`src/rtl/ddiffn_if.sv`:
```
// ddiffn_if -- sample/control and result bundle for the ddiffn difference unit.
//   master: drives clr, in_valid, in_mag, in_sign, sel; observes all results.
//   slave : the ddiffn core; drives dd_mag, dd_sign, out_mag, out_sign,
//           out_valid, out_primed, ovf.
// Parameters must match the ddiffn instance attached to the slave side.
interface ddiffn_if #(
  parameter int W     = 16,
  parameter int ORDER = 3,
  parameter int SW    = $clog2(ORDER + 1)
) ();
  logic                 clr;
  logic                 in_valid;
  logic [W-1:0]         in_mag;
  logic                 in_sign;
  logic [SW-1:0]        sel;
  logic [ORDER*W-1:0]   dd_mag;
  logic [ORDER-1:0]     dd_sign;
  logic [W-1:0]         out_mag;
  logic                 out_sign;
  logic                 out_valid;
  logic                 out_primed;
  logic                 ovf;

  modport master (
    output clr, in_valid, in_mag, in_sign, sel,
    input  dd_mag, dd_sign, out_mag, out_sign, out_valid, out_primed, ovf
  );

  modport slave (
    input  clr, in_valid, in_mag, in_sign, sel,
    output dd_mag, dd_sign, out_mag, out_sign, out_valid, out_primed, ovf
  );
endinterface

```
`src/rtl/ddiffn.sv`:
```
// ddiffn -- N-th order chained backward-difference unit on sign-magnitude
// samples. Stage k holds the k-th backward difference of the input stream.
// Ports:
//   clk    system clock
//   rst_n  asynchronous active-low reset
//   bus    ddiffn_if.slave: clr, in_valid, in_mag, in_sign, sel in;
//          dd_mag/dd_sign (all stages), out_* (selected stage), ovf out.
// Build option: DDIFFN_SAT_EN -- when defined, an overflowing magnitude
// clamps to 2^W-1; otherwise it wraps to the low W bits. Sign kept either way.
module ddiffn #(
  parameter int W     = 16,
  parameter int ORDER = 3,
  parameter int SW    = $clog2(ORDER + 1)
) (
  input logic      clk,
  input logic      rst_n,
  ddiffn_if.slave  bus
);

  // Stage state.
  logic [W-1:0]   d_mag_q  [ORDER];
  logic [W-1:0]   p_mag_q  [ORDER];
  logic [ORDER-1:0] d_sign_q;
  logic [ORDER-1:0] p_sign_q;
  logic [ORDER-1:0] v_q;
  logic [ORDER-1:0] pr_q;
  logic [ORDER-1:0] seen_q;   // stage has accepted a primed input already
  logic [ORDER-1:0] o_q;

  // Per-stage input selection and update value.
  logic [W-1:0]   src_mag_s  [ORDER];
  logic           src_sign_s [ORDER];
  logic           src_stb_s  [ORDER];
  logic           src_pr_s   [ORDER];
  logic [W+1:0]   upd_d      [ORDER];   // {ovf, sign, mag}

  logic [SW-1:0]  sel_idx_s;

  // Exact sign-magnitude subtraction a - b; returns {ovf, sign, mag}.
  // A zero result always carries sign 0, so -0 operands never leak through.
  function automatic logic [W+1:0] sm_sub(
    input logic [W-1:0] a_mag, input logic a_sign,
    input logic [W-1:0] b_mag, input logic b_sign
  );
    logic signed [W+1:0] a_v;
    logic signed [W+1:0] b_v;
    logic signed [W+1:0] diff_v;
    logic        [W+1:0] abs_v;
    logic        [W-1:0] mag_v;
    a_v    = a_sign ? -$signed({2'b00, a_mag}) : $signed({2'b00, a_mag});
    b_v    = b_sign ? -$signed({2'b00, b_mag}) : $signed({2'b00, b_mag});
    diff_v = a_v - b_v;
    abs_v  = diff_v[W+1] ? -diff_v : diff_v;
`ifdef DDIFFN_SAT_EN
    if (abs_v[W]) begin
      mag_v = {W{1'b1}};
    end else begin
      mag_v = abs_v[W-1:0];
    end
`else
    mag_v = abs_v[W-1:0];
`endif
    return {abs_v[W], diff_v[W+1], mag_v};
  endfunction

  for (genvar k = 0; k < ORDER; k++) begin : g_stage
    if (k == 0) begin : g_head
      // First stage sees the raw sample, which is always primed.
      assign src_mag_s[k]  = bus.in_mag;
      assign src_sign_s[k] = bus.in_sign;
      assign src_stb_s[k]  = bus.in_valid;
      assign src_pr_s[k]   = 1'b1;
    end else begin : g_tail
      assign src_mag_s[k]  = d_mag_q[k-1];
      assign src_sign_s[k] = d_sign_q[k-1];
      assign src_stb_s[k]  = v_q[k-1];
      assign src_pr_s[k]   = pr_q[k-1];
    end
    assign upd_d[k] = sm_sub(src_mag_s[k], src_sign_s[k], p_mag_q[k], p_sign_q[k]);
    assign bus.dd_mag[k*W +: W] = d_mag_q[k];
  end

  assign bus.dd_sign = d_sign_q;

  // Stage registers: update on strobe, clear on reset or clr.
  always_ff @(posedge clk or negedge rst_n) begin
    if (!rst_n) begin
      for (int k = 0; k < ORDER; k++) begin
        d_mag_q[k] <= {W{1'b0}};
        p_mag_q[k] <= {W{1'b0}};
      end
      d_sign_q <= {ORDER{1'b0}};
      p_sign_q <= {ORDER{1'b0}};
      v_q      <= {ORDER{1'b0}};
      pr_q     <= {ORDER{1'b0}};
      seen_q   <= {ORDER{1'b0}};
      o_q      <= {ORDER{1'b0}};
    end else if (bus.clr) begin
      // A sample arriving with clr is dropped.
      for (int k = 0; k < ORDER; k++) begin
        d_mag_q[k] <= {W{1'b0}};
        p_mag_q[k] <= {W{1'b0}};
      end
      d_sign_q <= {ORDER{1'b0}};
      p_sign_q <= {ORDER{1'b0}};
      v_q      <= {ORDER{1'b0}};
      pr_q     <= {ORDER{1'b0}};
      seen_q   <= {ORDER{1'b0}};
      o_q      <= {ORDER{1'b0}};
    end else begin
      for (int k = 0; k < ORDER; k++) begin
        if (src_stb_s[k]) begin
          d_mag_q[k]  <= upd_d[k][W-1:0];
          d_sign_q[k] <= upd_d[k][W];
          o_q[k]      <= upd_d[k][W+1];
          p_mag_q[k]  <= src_mag_s[k];
          p_sign_q[k] <= src_sign_s[k];
          v_q[k]      <= 1'b1;
          // Primed once a primed input arrives after an earlier primed one.
          pr_q[k]     <= src_pr_s[k] & seen_q[k];
          seen_q[k]   <= seen_q[k] | src_pr_s[k];
        end else begin
          v_q[k]      <= 1'b0;
        end
      end
    end
  end

  // Order select: 0 maps to stage 1, anything above ORDER maps to stage ORDER.
  always_comb begin
    sel_idx_s = {SW{1'b0}};
    if (bus.sel == {SW{1'b0}}) begin
      sel_idx_s = {SW{1'b0}};
    end else if (bus.sel > SW'(ORDER)) begin
      sel_idx_s = SW'(ORDER - 1);
    end else begin
      sel_idx_s = bus.sel - SW'(1);
    end
  end

  assign bus.out_mag    = d_mag_q[sel_idx_s];
  assign bus.out_sign   = d_sign_q[sel_idx_s];
  assign bus.out_valid  = v_q[sel_idx_s];
  assign bus.out_primed = pr_q[sel_idx_s];
  assign bus.ovf        = o_q[sel_idx_s];

endmodule

```
`src/flat_wrapper.sv`:
```
// flat-port wrapper written by rule: the top's interface ports become plain ports
module ddiffn_flat 
#(
  parameter int W     = 16,
  parameter int ORDER = 3,
  parameter int SW    = $clog2(ORDER + 1)
)
  (clk, rst_n, bus_clr, bus_in_valid, bus_in_mag, bus_in_sign, bus_sel, bus_dd_mag, bus_dd_sign, bus_out_mag, bus_out_sign, bus_out_valid, bus_out_primed, bus_ovf);
  ddiffn_if #(.W(W), .ORDER(ORDER), .SW(SW)) bus_i ();
  input logic clk;
  input logic rst_n;
  input wire logic [$bits(bus_i.clr)-1:0] bus_clr;
  input wire logic [$bits(bus_i.in_valid)-1:0] bus_in_valid;
  input wire logic [$bits(bus_i.in_mag)-1:0] bus_in_mag;
  input wire logic [$bits(bus_i.in_sign)-1:0] bus_in_sign;
  input wire logic [$bits(bus_i.sel)-1:0] bus_sel;
  output wire logic [$bits(bus_i.dd_mag)-1:0] bus_dd_mag;
  output wire logic [$bits(bus_i.dd_sign)-1:0] bus_dd_sign;
  output wire logic [$bits(bus_i.out_mag)-1:0] bus_out_mag;
  output wire logic [$bits(bus_i.out_sign)-1:0] bus_out_sign;
  output wire logic [$bits(bus_i.out_valid)-1:0] bus_out_valid;
  output wire logic [$bits(bus_i.out_primed)-1:0] bus_out_primed;
  output wire logic [$bits(bus_i.ovf)-1:0] bus_ovf;
  assign bus_i.clr = bus_clr;
  assign bus_i.in_valid = bus_in_valid;
  assign bus_i.in_mag = bus_in_mag;
  assign bus_i.in_sign = bus_in_sign;
  assign bus_i.sel = bus_sel;
  assign bus_dd_mag = bus_i.dd_mag;
  assign bus_dd_sign = bus_i.dd_sign;
  assign bus_out_mag = bus_i.out_mag;
  assign bus_out_sign = bus_i.out_sign;
  assign bus_out_valid = bus_i.out_valid;
  assign bus_out_primed = bus_i.out_primed;
  assign bus_ovf = bus_i.ovf;
  ddiffn #(.W(W), .ORDER(ORDER), .SW(SW)) u_core (.clk(clk), .rst_n(rst_n), .bus(bus_i));
endmodule
```
`config.mk`:
```
export PLATFORM = sky130hd
export DESIGN_NAME = ddiffn_flat
export DESIGN_NICKNAME = d
export VERILOG_FILES = /design/src/rtl/ddiffn_if.sv /design/src/rtl/ddiffn.sv /design/src/flat_wrapper.sv
export SDC_FILE = /design/constraint.sdc
export NUM_CORES = 1
export LEC_CHECK = 0
export BUFFER_PORTS_ARGS = -buffer_cell sky130_fd_sc_hd__buf_4
export CAP_MARGIN = 20
export CORE_ASPECT_RATIO = 0.7
export CORE_UTILIZATION = 30
export DETAILED_ROUTE_END_ITERATION = 16
export PLACE_DENSITY = 0.51
export SYNTH_ARGS = -nofsm -noshare
export SYNTH_HDL_FRONTEND = slang
export SYNTH_SLANG_ARGS = --single-unit
```
`constraint.sdc`:
```
create_clock -name clk -period 4.8 [get_ports clk]
set_input_delay 1.44 -clock clk [delete_from_list [all_inputs] [get_ports clk]]
set_output_delay 1.44 -clock clk [all_outputs]
set_load 0.01 [all_outputs]
```
==> summary.md, run 1 <==
| Metric | Value |
|---|---|
| Routed length per instance | 17.6 um |
| Skew final | 0.0122 ns |
| Final #Nets | 1508 |
| Fin crit period | 4.54 ns |
| Sequential area share after synthesis | 0.272 |
| RSZ-0062 raised after global routing | false |
| Clock-pin slew on the worst setup and hold paths | 0.06 ns |
| Startpoint Class | flip-flop |
| Status | finished clean |
| CP Max Fanout | 8 |
| Antenna-violating nets left | 0 |
| Post-synthesis net count | 1340 |
| Initial DRC count | 609 |
| DR pass1 iterations | 5 |
| Final period utilization | 0.946 |
| Die Width | 225 um |
| Max_slew headroom | 0.427 |
| Via count | 9660 |
| Final Wtd Congestion | 0.866 |
| Site Rows | 56 |
| XOR/XNOR Fraction of Synth Area | 0.137 |
| Clock buffer depth | 2 |
| Ys flop type | dfrtp_1 |
| MaxCap Viol Count | 0 |
| Hpwl dp | 25900 um |
| Worst slew pin tran | 0.860 ns |
| GRT overflow | 0 |
| FF+latch area | 2860 um2 |
| Post-cts hold buffer count | 0 |
| Clock sinks | 114 |
| CP arrival | 4.89 ns |
| Post-synth top area cell | dfrtp_1 |
| Largest net degree at the start of global routing | 65 |
| I/O pin count | 94 |
| Die height | 158 um |
| Flop pwr share | 0.164 |
| R2r worst-path depth | 13 |
| Internal Power | 0.00409 W |
| Required time of the worst setup path | 5.15 ns |
| Worst Setup End Kind | flip-flop |
| Fin. max-slew vios | 0 |
| Root buf cell | clkbuf_16 |
| Post-synth EDFFs | 0 |
| Cells after synthesis | 1254 |
| Crit path launch | u_core.p_mag_q[18] |
| Switching Fraction | 0.449 |
| Clock network power share | 0.181 |
| Die ar. | 35700 um2 |
| Vias per cell | 5.09 |
| Final Hold Fails | 0 |
| CTS tree | done |
| Ys Warns | 0 |
| Area contributors post-synth | dfrtp_1 (27%), mux2i_1 (7.7%), xnor2_1 (7.3%), ha_1 (7.2%), xor2_1 (6.2%) |
| First-pass GRT wire length | 53100 um |
| Post-synthesis cell type count | 70 |
| TNS Setup | 0 ns |
| Fmax | 0.220 GHz |
| Post-Synth Adder-Cell Area | 0.0774 |
| Routed WL | 33400 um |
| Fillers | 3531 |
| Area Growth Syn to Fin | 25.2% |
| Async set-reset flop share out of synthesis | 1.00 |
| Finish-stage setup viols | 0 |
| RR Endpoint | u_core.o_q[1] |
| Leak | 5.76 nW |
| Initial Utilization | 0.309 |
| Vias in the first global route | 9246 |
| Multi-input logic area | 7310 um2 |
| R2R Path Start | u_core.p_mag_q[18] |
| Register bit total from synthesis | 114 |
| Tightest Hold Check Type | reg -> reg |
| DP Area | 12400 um2 |
| Largest family of logic cells by synthesized area | compound AO/OA/AOI/OAI gates |
| Final instance area | 13100 um2 |
| Antenna diodes | 0 |
| Sw Pwr | 0.00334 W |
| Avg Cell Area, Syn | 8.36 um2 |
| Skew-Pair Late Insertion Delay | 0.44 ns |
| Initial antenna violation count | 0 |
| Max rail drop VDD | 249 uV |
| Number of CTS-inserted buffers | 17 |
| Crit path to | u_core.o_q[1] |
| Setup repair bufs after CTS | 0 |
| Post-synthesis simple-gate area fraction | 0.190 |
| # port buffers | 93 |
| Fraction of layout instances using a drive strength above 1 | 0.197 |
| Post-synthesis mux area share | 0.0774 |
| Post-cts sizing count | 0 |
| Compound-Gate Fraction of Synth Area | 0.209 |
| Core area | 33900 um2 |
| Combinational power share | 0.655 |
| Setup CP Type | reg -> reg |
| Total Power | 0.00743 W |
| DRC | 0 |
| Global Route Usage Sum | 0.194 |
| Mapped cell area | 10500 um2 |
| Final Core Density | 0.387 |
| PD cells | 566 nW/um2 |
| H-tree Lvls | 4 |
| R2R Setup Slk | 0.26 ns |
| Synth top area share | 0.272 |
[critical path: stages (launching register included)]
cell and delay [ns]:
dfrtp_1 0.41, or3_1 0.46, or3_1 0.47, o31ai_1 0.27, xor2_1 0.19, ha_1 0.33
nor2b_1 0.19, a2111oi_1 0.48, o211a_1 0.25, nand3_1 0.14, or4bb_1 0.58, o41ai_2 0.29
xnor2_1 0.14, a211oi_2 0.23
[metrics by stage]
step	cells	hold slack, ns	setup slack (ns)
after floorplan	1254	0.462	0.0248
after global placement	1867	0.478	-0.286
after detailed placement	1867	0.493	-0.319
after CTS	1899	0.506	0.0178
after global routing	1899	0.545	0.00341
final	1899	0.496	0.261
[worst min path at each step]
stage | from | endpoint | slack, ns | depth (start not counted)
global route | u_core.seen_q[0] | u_core.pr_q[0] | 0.55 | 2
floorplan | u_core.seen_q[1] | u_core.seen_q[1] | 0.46 | 2
detailed placement | u_core.seen_q[0] | u_core.seen_q[0] | 0.49 | 2
global placement | u_core.seen_q[1] | u_core.seen_q[1] | 0.48 | 2
CTS | u_core.seen_q[0] | u_core.seen_q[0] | 0.51 | 2
finish | u_core.seen_q[0] | u_core.seen_q[0] | 0.50 | 2
[layer usage]
metal,part of all wire,GRT usage
met1,0.55,0.300
met2,0.40,0.272
met3,0.043,0.0314
met4,0.015,0.0499
met5,0,0
[power by group through the flow]
stage          Sequential [W]  Combinational (W)  Clock, W
5_1_grt               0.00124            0.00537   0.00142
6_report              0.00122            0.00486   0.00135
3_5_place_dp          0.00124            0.00476         0
4_1_cts               0.00122            0.00478   0.00138
2_1_floorplan         0.00122            0.00320         0
3_3_place_gp          0.00124            0.00470         0
[synth_stat cells, drive strengths merged (3+ instances only)]
| cell type | number |
|---|---|
| a41oi | 4 |
| a31oi | 12 |
| o21ai | 78 |
| buf | 15 |
| a311oi | 5 |
| a21o | 11 |
| ha | 60 |
| and4b | 3 |
| or4 | 14 |
| and4 | 3 |
| o31a | 7 |
| nor4 | 6 |
| nand4 | 4 |
| a211oi | 46 |
| nand2b | 30 |
| a221oi | 3 |
| nor3b | 4 |
| nand3 | 14 |
| or3 | 20 |
| o22ai | 3 |
| mux2i | 81 |
| inv | 37 |
| a211o | 4 |
| and2 | 6 |
| nor2 | 168 |
| xor2 | 74 |
| o31ai | 24 |
| and3 | 5 |
| nand2 | 70 |
| o41ai | 15 |
| o21a | 16 |
| o2111ai | 5 |
| o311ai | 3 |
| nor2b | 24 |
| xnor2 | 87 |
| o211ai | 11 |
| dfrtp | 114 |
| nor3 | 18 |
| fa | 3 |
| a21oi | 64 |
| or2 | 10 |
| clkbuf | 51 |
[layout make-up]
type                       instances  area share
clock buffer                      17      0.0324
inverter                          37      0.0106
tap                              464      0.0442
timing repair buffer             215       0.124
multi-input combinational       1037       0.557
sequential                       114       0.218
clock inverter                    15      0.0138
[sequential cells by signal, indices dropped and copies added (netlist names)]
| register | count |
|---|---|
| u_core.seen_q | 3 |
| u_core.p_mag_q | 48 |
| u_core.v_q | 3 |
| u_core.o_q | 3 |
| u_core.bus.dd_sign | 3 |
| u_core.bus.dd_mag | 48 |
| u_core.p_sign_q | 3 |
| u_core.pr_q | 3 |
[cells by family after synthesis]
group	Yosys count
simple gates	407
compound gates	324
xor+xnor	162
flops	114
buf+inv	103
mux	81
fa+ha+maj	63
[placed cells by master (no fill, tap or decap), types with 7 or more instances in the layout]
master / n
or3_1: 19
o211ai_1: 11
a211oi_1: 43
nor2_1: 168
xor2_1: 74
nor3_1: 18
o21a_1: 16
buf_4: 214
a31oi_1: 12
xnor2_1: 87
dfrtp_1: 112
o41ai_1: 11
clkbuf_16: 17
a21oi_1: 63
mux2i_1: 81
nor2b_1: 24
o21ai_1: 8
o31a_1: 7
nand2b_1: 30
or4_1: 12
nand2_1: 70
ha_1: 60
or2_2: 10
nand3_1: 14
inv_1: 37
o31ai_1: 20
a21o_1: 11
o21ai_0: 68
Power figures use the tool's default switching activity.
==> run 2, diff against run 1 <==
--- a/config.mk
+++ b/config.mk
@@ -10,6 +10,7 @@
 export CORE_ASPECT_RATIO = 0.7
 export CORE_UTILIZATION = 30
 export DETAILED_ROUTE_END_ITERATION = 16
+export MAX_ROUTING_LAYER = met4
 export PLACE_DENSITY = 0.51
 export SYNTH_ARGS = -nofsm -noshare
 export SYNTH_HDL_FRONTEND = slang
==> run 2 against run 1 <==
Setup slack worse by 0.049 ns. First-iteration DRC count down 4.4%. Cell count about the same. Clock power about the same. Die area unchanged. Non-clock buffer count up 1. Final area up 0.14%. Highest routed layer unchanged.
==> summary.md, run 2 (synthesized netlist as in run 1, its figures left out) <==
| Metric | Value |
|---|---|
| Via count | 9817 (+1.6%) |
| Skew-Pair Late Insertion Delay | 0.45 ns (about the same) |
| PD cells | 568 nW/um2 (+0.25%) |
| DRC | 0 (unchanged) |
| Fin crit period | 4.59 ns (+0.0488 ns) |
| Total Power | 0.00746 W (+0.39%) |
| Number of CTS-inserted buffers | 17 (unchanged) |
| Initial DRC count | 582 (-4.4%) |
| Internal Power | 0.00411 W (+0.60%) |
| CP arrival | 4.92 ns (+0.03 ns) |
| Vias per cell | 5.17 (+1.6%) |
| Antenna diodes | 0 (unchanged) |
| Clock buffer depth | 2 (unchanged) |
| Largest net degree at the start of global routing | 57 (-12%) |
| Switching Fraction | 0.448 (-0.00114) |
| Die Width | 225 um (unchanged) |
| Routed WL | 33800 um (+1.1%) |
| Max rail drop VDD | 250 uV (+0.45%) |
| Commonest cells after routing, fill and taps aside | buf_4 (215), nor2_1 (168), dfrtp_1 (112) |
| Global Route Usage Sum | 0.201 (+0.00754) |
| Clock-pin slew on the worst setup and hold paths | 0.06 ns (about the same) |
| Finish-stage setup viols | 0 (unchanged) |
| Max_slew headroom | 0.455 (+0.0282) |
| Leak | 5.77 nW (+0.17%) |
| Area Growth Syn to Fin | 25.4% |
| Fillers | 3513 (-0.51%) |
| Sw Pwr | 0.00334 W (+0.14%) |
| GRT overflow | 0 (unchanged) |
| Routed length per instance | 17.8 um (+1.1%) |
| Initial antenna violation count | 0 (unchanged) |
| Most common cell after layout, fill and taps aside | buf_4 |
| Non-filler cells in the finished layout | 1900 (+0.053%) |
| Initial Utilization | 0.309 (unchanged) |
| Required time of the worst setup path | 5.13 ns (-0.02 ns) |
| Die ar. | 35700 um2 (unchanged) |
| Setup repair bufs after CTS | 0 (unchanged) |
| Worst Setup End Kind | flip-flop |
| DP Cell Count | 1868 (+0.054%) |
| Worst slew pin tran | 0.817 ns (-0.0423 ns) |
| Final #Nets | 1509 (+0.066%) |
| Flop pwr share | 0.164 (about the same) |
| CP Max Fanout | 17 (+9) |
| MaxCap Viol Count | 0 (unchanged) |
| I/O pin count | 94 (unchanged) |
| # port buffers | 93 (unchanged) |
| Post-cts hold buffer count | 0 (unchanged) |
| CTS tree | done |
| Startpoint Class | input pin |
| Skew final | 0.0131 ns (+0.000868 ns) |
| Core area | 33900 um2 (unchanged) |
| DR pass1 iterations | 5 (unchanged) |
| Final period utilization | 0.956 (+0.0102) |
| Fmax | 0.218 GHz (-1.1%) |
| Multi-input logic area | 7310 um2 (unchanged) |
| Hpwl dp | 26200 um (+1.2%) |
| Final Hold Fails | 0 (unchanged) |
| Antenna-violating nets left | 0 (unchanged) |
| Clock sinks | 114 (unchanged) |
| Fin. max-slew vios | 0 (unchanged) |
| Vias in the first global route | 9304 (+0.63%) |
| Fraction of layout instances using a drive strength above 1 | 0.198 (+0.000559) |
| FF+latch area | 2860 um2 (unchanged) |
| H-tree Lvls | 4 (unchanged) |
| Root buf cell | clkbuf_16 |
| Site Rows | 56 (unchanged) |
| Combinational power share | 0.653 (-0.002) |
| Final Wtd Congestion | 0.878 (+1.4%) |
| Setup CP Type | in -> reg |
| Die height | 158 um (unchanged) |
| Clock network power share | 0.183 (+0.002) |
| Status | finished clean |
| First-pass GRT wire length | 53500 um (+0.81%) |
| Tightest Hold Check Type | reg -> reg |
[run 2: cell count changes in the layout (fill, tap and decap cells not counted), sizes merged]
cell and change:
clkbuf +2, clkinv -2, buf +1
[run 2: metrics by stage]
stage / TNS [ns] / setup WS, ns / hold WS [ns] / area (um2) / utilization
2_1_floorplan: 0 / 0.0248 / 0.462 / 10500 / -
3_3_place_gp: -4.19 / -0.333 / 0.478 / 12400 / 0.367
3_5_place_dp: -2.87 / -0.309 / 0.489 / 12400 / 0.367
4_1_cts: 0 / 0.0389 / 0.502 / 13100 / 0.385
5_1_grt: -0.0138 / -0.0138 / 0.523 / 13100 / 0.387
6_report: 0 / 0.213 / 0.499 / 13100 / 0.387
[run 2: cell type report]
| cell class | count | area share |
|---|---|---|
| Clock buffer | 19 | 0.0337 |
| Clock inverter | 13 | 0.0133 |
| Inverter | 37 | 0.0106 |
| Multi-Input combinational cell | 1037 | 0.557 |
| Sequential cell | 114 | 0.217 |
| Tap cell | 464 | 0.0442 |
| Timing Repair Buffer | 216 | 0.124 |
[run 2: what timing repair did]
item,4_1_cts,5_1_grt
pin swaps,0,3
cloned,0,0
setup endpoints to repair,1,19
gates resized for setup,1,20
[run 2: final timing paths]
check	start	to	slack, ns	cells past startpoint
worst min register to register	u_core.seen_q[0]	u_core.seen_q[0]	0.50	2
worst max-delay path	bus_in_mag[4]	u_core.bus.dd_mag[9]	0.21	16
min in group asynchronous	rst_n	u_core.bus.dd_mag[36]	1.08	1
max in group asynchronous	rst_n	u_core.p_mag_q[47]	2.85	2
worst max register to register	u_core.bus.dd_mag[21]	u_core.o_q[2]	0.24	14
worst min-delay path	u_core.seen_q[0]	u_core.seen_q[0]	0.50	2
[run 2: power groups by stage]
| stage | clock, W | sequential (W) | combinational, W |
|---|---|---|---|
| after floorplan | 0 | 0.00122 | 0.00320 |
| after CTS | 0.00140 | 0.00122 | 0.00478 |
| after global routing | 0.00145 | 0.00124 | 0.00538 |
| after global placement | 0 | 0.00124 | 0.00472 |
| after detailed placement | 0 | 0.00124 | 0.00476 |
| final | 0.00137 | 0.00122 | 0.00487 |
[run 2: critical path: stages]
cell      delay (ns)
buf_4           0.11
nor4_1          0.32
buf_4           0.18
nor4bb_4        0.33
nand2_1         0.14
o41ai_1         0.33
xnor2_1         0.12
ha_1            0.34
a21o_1          0.18
a21oi_1         0.14
nor2_1          0.05
a211oi_1        0.25
xnor2_1         0.14
buf_12          0.17
or3_1           0.36
a311oi_1        0.30
[run 2: metal layers]
layer  share of wire  vias up  GRT usage
met5               0        -          -
met2            0.39      179      0.266
met1            0.56     4733      0.304
met3           0.036       27     0.0334
li1                -     4878          -
met4           0.019        0     0.0612
==> run 3, diff against run 2 <==
--- a/config.mk
+++ b/config.mk
@@ -7,11 +7,13 @@
 export LEC_CHECK = 0
 export BUFFER_PORTS_ARGS = -buffer_cell sky130_fd_sc_hd__buf_4
 export CAP_MARGIN = 20
+export CELL_PAD_IN_SITES_DETAIL_PLACEMENT = 1
+export CELL_PAD_IN_SITES_GLOBAL_PLACEMENT = 1
 export CORE_ASPECT_RATIO = 0.7
 export CORE_UTILIZATION = 30
 export DETAILED_ROUTE_END_ITERATION = 16
 export MAX_ROUTING_LAYER = met4
-export PLACE_DENSITY = 0.51
+export PLACE_DENSITY = 0.6
 export SYNTH_ARGS = -nofsm -noshare
 export SYNTH_HDL_FRONTEND = slang
 export SYNTH_SLANG_ARGS = --single-unit
==> constraint.sdc (replaced) <==
create_clock -name clk -period 4.25 [get_ports clk]
set_input_delay 1.275 -clock clk [delete_from_list [all_inputs] [get_ports clk]]
set_output_delay 1.275 -clock clk [all_outputs]
set_load 0.01 [all_outputs]
==> run 3 against run 2 <==
The flow now finishes with violations (setup timing). Critical path depth shrank 1. Via count grew 8.4%. Worst hold slack lost 0.00093 ns. Largest power group unchanged. Critical path type is now reg -> reg. Sequential power grew 12%. Clock power grew 15%. Register-to-register slack lost 0.33 ns.
==> summary.md, run 3 (synthesized netlist as in run 1, its figures left out) <==
| Metric | Value |
|---|---|
| FF+latch area | 2860 um2 (unchanged) |
| Worst slew pin tran | 0.913 ns (+0.0953 ns) |
| Initial DRC count | 595 (+2.2%) |
| Finish-stage setup viols | 8 (+8) |
| Crit path to | u_core.bus.dd_mag[31] |
| Vias in the first global route | 10900 (+17%) |
| Leak | 6.71 nW (+16%) |
| First-pass GRT wire length | 62800 um (+17%) |
| R2R Path Start | u_core.bus.dd_mag[6] |
| Setup CP Type | reg -> reg |
| Max_slew headroom | 0.392 (-0.0635) |
| Hold Crit Depth | 2 (unchanged) |
| Hpwl dp | 30900 um (+18%) |
| Largest net degree at the start of global routing | 68 (+19%) |
| Final Wtd Congestion | 0.888 (+1.2%) |
| Number of CTS-inserted buffers | 17 (unchanged) |
| RR Endpoint | u_core.bus.dd_mag[31] |
| R2r worst-path depth | 15 (+1) |
| CP arrival | 4.63 ns (-0.29 ns) |
| Die Width | 225 um (unchanged) |
| Core area | 33900 um2 (unchanged) |
| Most common cell after layout, fill and taps aside | buf_4 |
| Final #Nets | 1658 (+9.9%) |
| I/O pin count | 94 (unchanged) |
| Startpoint Class | flip-flop |
| DRC | 0 (unchanged) |
| RSZ-0062 raised after global routing | true |
| Hold slack | 0.498 ns (-0.000930 ns) |
| Fmax | 0.231 GHz |
| Die height | 158 um (unchanged) |
| MaxCap Viol Count | 0 (unchanged) |
| Commonest cells after routing, fill and taps aside | buf_4 (347), nor2_1 (165), dfrtp_1 (112) |
| DP Area | 13500 um2 (+8.3%) |
| Non-filler cells in the finished layout | 2049 (+7.8%) |
| Fillers | 3964 (+13%) |
| Clock buffer depth | 2 (unchanged) |
| Area Growth Syn to Fin | 44.7% |
| Worst Setup End Kind | flip-flop |
| DP Cell Count | 1989 (+6.5%) |
| Site Rows | 56 (unchanged) |
| Tightest Hold Check Type | reg -> reg |
| Max rail drop VDD | 343 uV (+37%) |
| Antenna-violating nets left | 0 (unchanged) |
| Skew final | 0.0126 ns (-0.000527 ns) |
| Multi-input logic area | 8090 um2 (+11%) |
| Antenna diodes | 0 (unchanged) |
| Post-cts hold buffer count | 0 (unchanged) |
| R2R Setup Slk | -0.09 ns (-0.33 ns) |
| PD cells | 712 nW/um2 (+25%) |
| GRT overflow | 0 (unchanged) |
| CP Max Fanout | 4 (-13) |
| Routed WL | 41000 um (+21%) |
| Crit path launch | u_core.bus.dd_mag[6] |
| Final period utilization | 1.02 |
| Root buf cell | clkbuf_16 |
| Initial antenna violation count | 0 (unchanged) |
| Clock sinks | 114 (unchanged) |
| Status | finished, violations left |
| CTS tree | done |
| Global Route Usage Sum | 0.236 (+0.0349) |
| Vias per cell | 5.19 (+0.54%) |
| H-tree Lvls | 4 (unchanged) |
| Fraction of layout instances using a drive strength above 1 | 0.344 (+0.146) |
| Via count | 10600 (+8.4%) |
| Die ar. | 35700 um2 (unchanged) |
| Final Hold Fails | 0 (unchanged) |
| Fin crit period | 4.34 ns |
| DR pass1 iterations | 5 (unchanged) |
| Failing checks | setup timing |
| Worst setup slack after layout | -0.0866 ns (-0.299 ns) |
| Routed length per instance | 20.0 um (+13%) |
| Skew-Pair Late Insertion Delay | 0.44 ns (about the same) |
| Clock-pin slew on the worst setup and hold paths | 0.06 ns (about the same) |
| Final instance area | 15200 um2 (+15%) |
| # port buffers | 93 (unchanged) |
| Fin. max-slew vios | 0 (unchanged) |
| Required time of the worst setup path | 4.54 ns (-0.59 ns) |
| Initial Utilization | 0.309 (unchanged) |
-- run 3: final cells by class --
cell class	instances	area share
repair buffers	365	0.190
clock inverters	9	0.00841
multi-input cells	1037	0.533
clock buffers	23	0.0328
well taps	464	0.0383
inverters	37	0.00916
flip-flops and latches	114	0.188
-- run 3: worst min-delay path by stage --
stage / start / end / slack (ns)
final: u_core.seen_q[2] / u_core.seen_q[2] / 0.50
after global routing: u_core.seen_q[1] / u_core.seen_q[1] / 0.55
after CTS: u_core.seen_q[2] / u_core.seen_q[2] / 0.50
after detailed placement: u_core.seen_q[2] / u_core.seen_q[2] / 0.49
after global placement: u_core.seen_q[2] / u_core.seen_q[2] / 0.48
after floorplan: u_core.seen_q[1] / u_core.seen_q[1] / 0.46
-- run 3: where the power goes --
part	internal, W	switching (W)
clock network	0.000996	0.000572
registers	0.00120	0.000170
logic	0.00386	0.00399
total	0.00606	0.00474
-- run 3: worst max-delay path: stages (launching register included) --
cell and delay (ns):
dfrtp_1 0.40, or4_4 0.53, buf_4 0.15, or2_2 0.30
o31ai_2 0.27, xnor2_1 0.15, ha_1 0.25, buf_4 0.15
or4_4 0.53, nand3_2 0.10, nand3_2 0.09, or4bb_4 0.58
buf_6 0.14, o31ai_4 0.23, xor2_1 0.23, a211oi_2 0.10
-- run 3: what timing repair did --
action	CTS	global route
cloned	0	1
pin swaps	24	84
endpoints found under the setup margin	26	49
setup buffers	4	23
gates resized for setup	32	146
-- run 3: routing by layer --
metal / up-vias / wire, um / track usage
met1: 5294 / 21200 / 0.342
li1: 5161 / - / -
met3: 38 / 1390 / 0.0317
met4: 0 / 656 / 0.0619
met5: - / 0 / -
met2: 151 / 17700 / 0.342
-- run 3: through the flow --
stage / utilization / power [W] / TNS (ns) / worst slack [ns]
2_1_floorplan: - / 0.00507 / -0.179 / -0.157
3_3_place_gp: 0.398 / 0.00771 / -6.33 / -0.371
3_5_place_dp: 0.398 / 0.00787 / -8.92 / -0.512
4_1_cts: 0.421 / 0.00974 / -0.267 / -0.0891
5_1_grt: 0.447 / 0.0115 / -3.69 / -0.254
6_report: 0.447 / 0.0108 / -0.352 / -0.0866
